File: src/rtl/mem_access_unit_pkg.sv
// Shared control-unit constants: funct3 size codes, state encodings
// and the request legality check used by the memory access unit.
package mem_access_unit_pkg;

  localparam logic [2:0] FUNC_B  = 3'b000;
  localparam logic [2:0] FUNC_H  = 3'b001;
  localparam logic [2:0] FUNC_W  = 3'b010;
  localparam logic [2:0] FUNC_BU = 3'b100;
  localparam logic [2:0] FUNC_HU = 3'b101;

  typedef enum logic [1:0] {
    IDLE   = 2'd0,
    ACCESS = 2'd1,
    DONE   = 2'd2
  } state_t;

  // Exactly one of load/store, a size valid for that kind, natural alignment
  function automatic logic req_legal(
    input logic       ld,
    input logic       st,
    input logic [2:0] f,
    input logic [1:0] off
  );
    logic ok;
    case (f)
      FUNC_B:  ok = ld ^ st;
      FUNC_H:  ok = (ld ^ st) && !off[0];
      FUNC_W:  ok = (ld ^ st) && (off == 2'b00);
      FUNC_BU: ok = ld && !st;
      FUNC_HU: ok = ld && !st && !off[0];
      default: ok = 1'b0;
    endcase
    return ok;
  endfunction

endpackage

File: src/rtl/mem_access_unit_lane_align.sv
// Byte-lane steering: store byte enables and replicated data,
// plus extraction and extension of the addressed load lane.
module mem_lane_align
  import mem_access_unit_pkg::*;
(
  input  logic [2:0]  func,
  input  logic [1:0]  off,
  input  logic [31:0] wdata,
  input  logic [31:0] mem_rdata,
  output logic [3:0]  be,
  output logic [31:0] wdata_rep,
  output logic [31:0] load_val
);

  logic [31:0] lane;
  logic        sx;

  always_comb begin
    be        = 4'b0000;
    wdata_rep = 32'h0;
    load_val  = 32'h0;
    lane      = mem_rdata >> {off, 3'b000};
    sx        = ~func[2];
    case (func[1:0])
      2'b00: begin
        be        = 4'b0001 << off;
        wdata_rep = {4{wdata[7:0]}};
        load_val  = {{24{sx & lane[7]}}, lane[7:0]};
      end
      2'b01: begin
        be        = 4'b0011 << off;
        wdata_rep = {2{wdata[15:0]}};
        load_val  = {{16{sx & lane[15]}}, lane[15:0]};
      end
      2'b10: begin
        be        = 4'b1111;
        wdata_rep = wdata;
        load_val  = lane;
      end
      default: ;
    endcase
  end

endmodule

File: src/rtl/mem_access_unit.sv
// Single-access load/store engine: IDLE -> ACCESS -> DONE with
// registered bus outputs, ack timeout and load-data extension.
module mem_access_unit
  import mem_access_unit_pkg::*;
#(
  parameter int ACK_TIMEOUT = 255
) (
  input  logic        clk,
  input  logic        reset,
  input  logic        start,
  input  logic        is_load,
  input  logic        is_store,
  input  logic [2:0]  func,
  input  logic [31:0] addr,
  input  logic [31:0] wdata,
  output logic        busy,
  output logic        done,
  output logic        err,
  output logic [31:0] rdata,
  output logic        mem_req,
  output logic        mem_we,
  output logic [31:0] mem_addr,
  output logic [3:0]  mem_be,
  output logic [31:0] mem_wdata,
  input  logic [31:0] mem_rdata,
  input  logic        mem_ack
);

  localparam logic [31:0] TMO = 32'(ACK_TIMEOUT);

  state_t      state;
  logic [31:0] cnt;
  logic        lat_load;
  logic [2:0]  lat_func;
  logic [1:0]  lat_off;

  logic [2:0]  al_func;
  logic [1:0]  al_off;
  logic [3:0]  al_be;
  logic [31:0] al_wdata;
  logic [31:0] al_load;

  // Live request fields steer the lanes at accept, latched ones afterwards
  assign al_func = (state == IDLE) ? func : lat_func;
  assign al_off  = (state == IDLE) ? addr[1:0] : lat_off;

  mem_lane_align u_align (
    .func      (al_func),
    .off       (al_off),
    .wdata     (wdata),
    .mem_rdata (mem_rdata),
    .be        (al_be),
    .wdata_rep (al_wdata),
    .load_val  (al_load)
  );

  always_ff @(posedge clk or posedge reset) begin
    if (reset) begin
      state     <= IDLE;
      cnt       <= 32'h0;
      lat_load  <= 1'b0;
      lat_func  <= 3'b000;
      lat_off   <= 2'b00;
      busy      <= 1'b0;
      done      <= 1'b0;
      err       <= 1'b0;
      rdata     <= 32'h0;
      mem_req   <= 1'b0;
      mem_we    <= 1'b0;
      mem_addr  <= 32'h0;
      mem_be    <= 4'b0000;
      mem_wdata <= 32'h0;
    end else begin
      unique case (state)
        IDLE: begin
          if (start) begin
            lat_load <= is_load;
            lat_func <= func;
            lat_off  <= addr[1:0];
            err      <= 1'b0;
            busy     <= 1'b1;
            mem_addr <= {addr[31:2], 2'b00};
            if (req_legal(is_load, is_store, func, addr[1:0])) begin
              state     <= ACCESS;
              cnt       <= 32'h0;
              mem_req   <= 1'b1;
              mem_we    <= is_store;
              mem_be    <= al_be;
              mem_wdata <= al_wdata;
            end else begin
              state <= DONE;
              done  <= 1'b1;
              err   <= 1'b1;
            end
          end
        end
        ACCESS: begin
          if (mem_ack) begin
            state   <= DONE;
            done    <= 1'b1;
            mem_req <= 1'b0;
            mem_we  <= 1'b0;
            mem_be  <= 4'b0000;
            if (lat_load)
              rdata <= al_load;
          end else begin
            cnt <= cnt + 32'd1;
            if (cnt + 32'd1 == TMO) begin
              state   <= DONE;
              done    <= 1'b1;
              err     <= 1'b1;
              rdata   <= 32'h0;
              mem_req <= 1'b0;
              mem_we  <= 1'b0;
              mem_be  <= 4'b0000;
            end
          end
        end
        DONE: begin
          state <= IDLE;
          done  <= 1'b0;
          busy  <= 1'b0;
        end
        default: state <= IDLE;
      endcase
    end
  end

endmodule

File: config.mk
export PLATFORM = sky130hd
export DESIGN_NAME = mem_access_unit
export DESIGN_NICKNAME = d
export VERILOG_FILES = /design/src/rtl/mem_access_unit_pkg.sv /design/src/rtl/mem_access_unit_lane_align.sv /design/src/rtl/mem_access_unit.sv
export SDC_FILE = /design/constraint.sdc
export NUM_CORES = 1
export LEC_CHECK = 0
export ABC_AREA = 1
export CAP_MARGIN = 20
export CORE_UTILIZATION = 30
export CTS_BUF_LIST = sky130_fd_sc_hd__clkbuf_2 sky130_fd_sc_hd__clkbuf_4 sky130_fd_sc_hd__clkbuf_8
export DETAILED_ROUTE_END_ITERATION = 8
export DONT_BUFFER_PORTS = 1
export GPL_ROUTABILITY_DRIVEN = 0
export MAX_ROUTING_LAYER = met4
export PLACE_DENSITY = 0.41
export SYNTH_ARGS = -nofsm -noshare
export SYNTH_HDL_FRONTEND = slang
export SYNTH_SLANG_ARGS = --single-unit
File: constraint.sdc
create_clock -name clk -period 10.4 [get_ports clk]
set_clock_uncertainty 0.2 [all_clocks]
set_input_delay 0.52 -clock clk [delete_from_list [all_inputs] [get_ports clk]]
set_output_delay 0.52 -clock clk [all_outputs]
set_load 0.03 [all_outputs]
==> results.sh <==
export IMPL_vias=6822
export IMPL_power_density_nw_per_um2=287
export IMPL_rsz0062_at_grt="false"
export IMPL_power_share_combinational_pct=29.9
export IMPL_max_cap_violations=0
export IMPL_netlist_area_sq_um=7870
export IMPL_cts_sinks=143
export IMPL_start_kind="flip-flop"
export IMPL_seq_area_frac_synth_pct=45.5
export IMPL_dieArea_sq_um=26900
export IMPL_grt_overflow_total=0
export IMPL_drtPass1Iterations=5
export IMPL_end_kind="flip-flop"
export IMPL_drc=0
export IMPL_p_leak_nw=4.24
export IMPL_power_w=0.00258
export IMPL_finalMaxSlewViolations=0
export IMPL_final_util_pct=35.3
export IMPL_fill_cells=2723
export IMPL_hold_viol=0
export IMPL_max_slew_margin_pct=29.2
export IMPL_timing_final_ws_setup_ns=6.86
export IMPL_ys_seq_elements=143
export IMPL_fin_tns_setup_ns=0
export IMPL_grt_pass1_vias=6982
export IMPL_cts_tree="yes"
export IMPL_die_height_microns=164
export IMPL_ctsLongestPathBuffers=2
export IMPL_synth_distinct_cells=33
export IMPL_grt_pass1_wl_microns=38600
export IMPL_netSwitchingPower_w=0.00137
export IMPL_period_share_pct=34.0
export IMPL_ios=210
export IMPL_h_tree_depth=4
export IMPL_antenna_found_initial=0
export IMPL_syn_area_per_cell_sq_um=7.37
export IMPL_finalSetupViolCount=0
export IMPL_cts_buffers=17
export IMPL_place_port_buffers=0
export IMPL_hp_class="input pin to flip-flop"
export IMPL_tightest_slew_ns=1.06
export IMPL_crit_type="flip-flop to flip-flop"
export IMPL_seq_power_share_pct=51.2
export IMPL_grt_max_degree=83
export IMPL_start_util_pct=30.9
export IMPL_ant_nets=0
export IMPL_yosysWarnings=0
export IMPL_clk_pin_slew_ns=0.10
export IMPL_grt_usage_pct=19.3
export IMPL_area_delta_synth_final_pct=14.2
export IMPL_pre_cts_slack_ns=6.78
export IMPL_die_w_microns=164
export IMPL_num_antenna_cells=0
export IMPL_row_count=58
export IMPL_drive_above_1_share_pct=12.1
export IMPL_nets=1203
export IMPL_via_per_inst=4.74
export IMPL_ff2ff_setup_slack_ns=6.86
export IMPL_cts_root_buf="clkbuf_8"
export IMPL_drt_iter0_drc=379
export IMPL_holdWs_ns=0.0289
export IMPL_peakVddDrop_mv=0.120
export IMPL_dp_hpwl_microns=17400
export IMPL_cp_max_fo=42
export IMPL_critPathArrivalTime_ns=3.64
export IMPL_post_drt_wl_per_cell_microns=17.1
export IMPL_clockPowerShare_pct=18.9
export IMPL_swShare_pct=53.0
export IMPL_period_needed_ns=3.54
export IMPL_totalWireLength_microns=24500
export IMPL_clk_latency_ns=0.46
export IMPL_syn_inst=1068
export IMPL_postCtsSetupBuffers=0
export IMPL_max_freq_mhz=283
export IMPL_p_int_w=0.00121
export IMPL_core_sq_um=25500
export IMPL_outcome="finished clean"
export IMPL_crit_required_ns=10.50
==> metrics by stage <==
step | instances | cell area [sq um]
after global routing | 1438 | 8980
final | 1438 | 8980
after detailed placement | 1361 | 8110
after CTS | 1437 | 8970
after floorplan | 1069 | 7870
after global placement | 1361 | 8110
==> power groups by stage <==
stage	logic [W]	registers (W)	clock network, W
after floorplan	0.000601	0.00126	0
after global placement	0.000758	0.00134	0
after detailed placement	0.000764	0.00133	0
after CTS	0.000781	0.00133	0.000503
after global routing	0.000888	0.00135	0.000524
final	0.000769	0.00132	0.000487
==> worst max-delay path: stages, from the launching register on <==
cell,delay (ns)
dfrtp_1,0.44
nor2_2,0.43
inv_1,0.13
nor2_2,0.10
buf_4,0.32
inv_2,0.37
nor2_2,0.19
buf_4,0.34
inv_1,0.54
nand2_1,0.18
o21ai_0,0.09
==> state kept, by name, indices dropped and copies added, names as in the netlist, 2 cells and up <==
register	count
cnt	32
lat_func	3
lat_off	2
mem_addr	30
mem_be	4
mem_wdata	32
rdata	32
state	2
==> metal layers <==
| metal | vias to the layer above | routed length, microns | GRT usage (%) |
|---|---|---|---|
| li1 | 3450 | - | - |
| met3 | 16 | 2080 | 6.39 |
| met4 | 0 | 325 | 4.55 |
| met2 | 203 | 10900 | 29.3 |
| met5 | - | 0 | - |
| met1 | 3153 | 11300 | 24.9 |
==> area by class of cell <==
class | count | area (sq um) | share of cell area, %
Multi-Input combinational cell | 791 | 3720 | 41.5
Sequential cell | 143 | 3580 | 39.8
Timing Repair Buffer | 51 | 495 | 5.51
Tap cell | 330 | 413 | 4.60
Inverter | 91 | 347 | 3.86
Clock buffer | 17 | 234 | 2.60
Clock inverter | 15 | 193 | 2.14
==> cell usage in the layout (no fill, tap or decap), types with 8 or more instances in the layout <==
cell,n
nand3_1,53
o22ai_1,10
o21ai_2,35
nand2_1,400
o21ai_0,84
nor3_1,9
xor2_1,8
nor2_2,10
nand2_2,34
clkbuf_8,17
inv_1,83
o21a_1,8
dlygate4sd3_1,45
dfrtp_1,143
nor2_1,83
a21oi_1,18
==> timing repair <==
action / 4_1_cts / 5_1_grt
hold endpoints to repair: 136 / 3
hold buffers: 44 / 1
gates resized for setup: 0 / 0
==> cells by family (layout without fill, tap and decap cells) <==
group                      after synthesis  count (layout)  synth area share, %
AOI/OAI and AO/OA                      162             162                 12.4
other                                    1               2               0.0476
buffers and inverters                  135             174                 7.28
adders and majority gates                3               3                0.477
xor gates and xnor gates                 9               9                 1.00
and+or+nand+nor                        615             615                 33.3
DFF                                    143             143                 45.5
==> synthesized netlist by cell type (all sizes together) <==
cell type,number,area share (%)
nand2,437,22
dfrtp,143,45
o21ai,125,9.6
nor2,99,5.6
inv,89,4.2
nand3,55,3.6
clkbuf,24,1.1
buf,20,1.8
a21oi,18,1.1
o22ai,10,0.79
nor3,9,0.57
o21a,8,0.76
xor2,8,0.89
or4,7,0.67
nand4,6,0.48
ha,3,0.48
clkinv,2,0.095
and2,1,0.080
conb,1,0.048
nand3b,1,0.095
o31ai,1,0.095
xnor2,1,0.11
==> final timing paths <==
kind / from / endpoint / cells past startpoint
setup / recovery: state[0] / mem_wdata[12] / 10
hold / removal: mem_ack / rdata[25] / 2
setup reg to reg: state[0] / mem_wdata[12] / 10
hold reg to reg: lat_func[2] / lat_func[2] / 2
max in group asynchronous: reset / mem_we / 3
min in group asynchronous: reset / mem_addr[9] / 2
(Power assumes the default switching activity.)
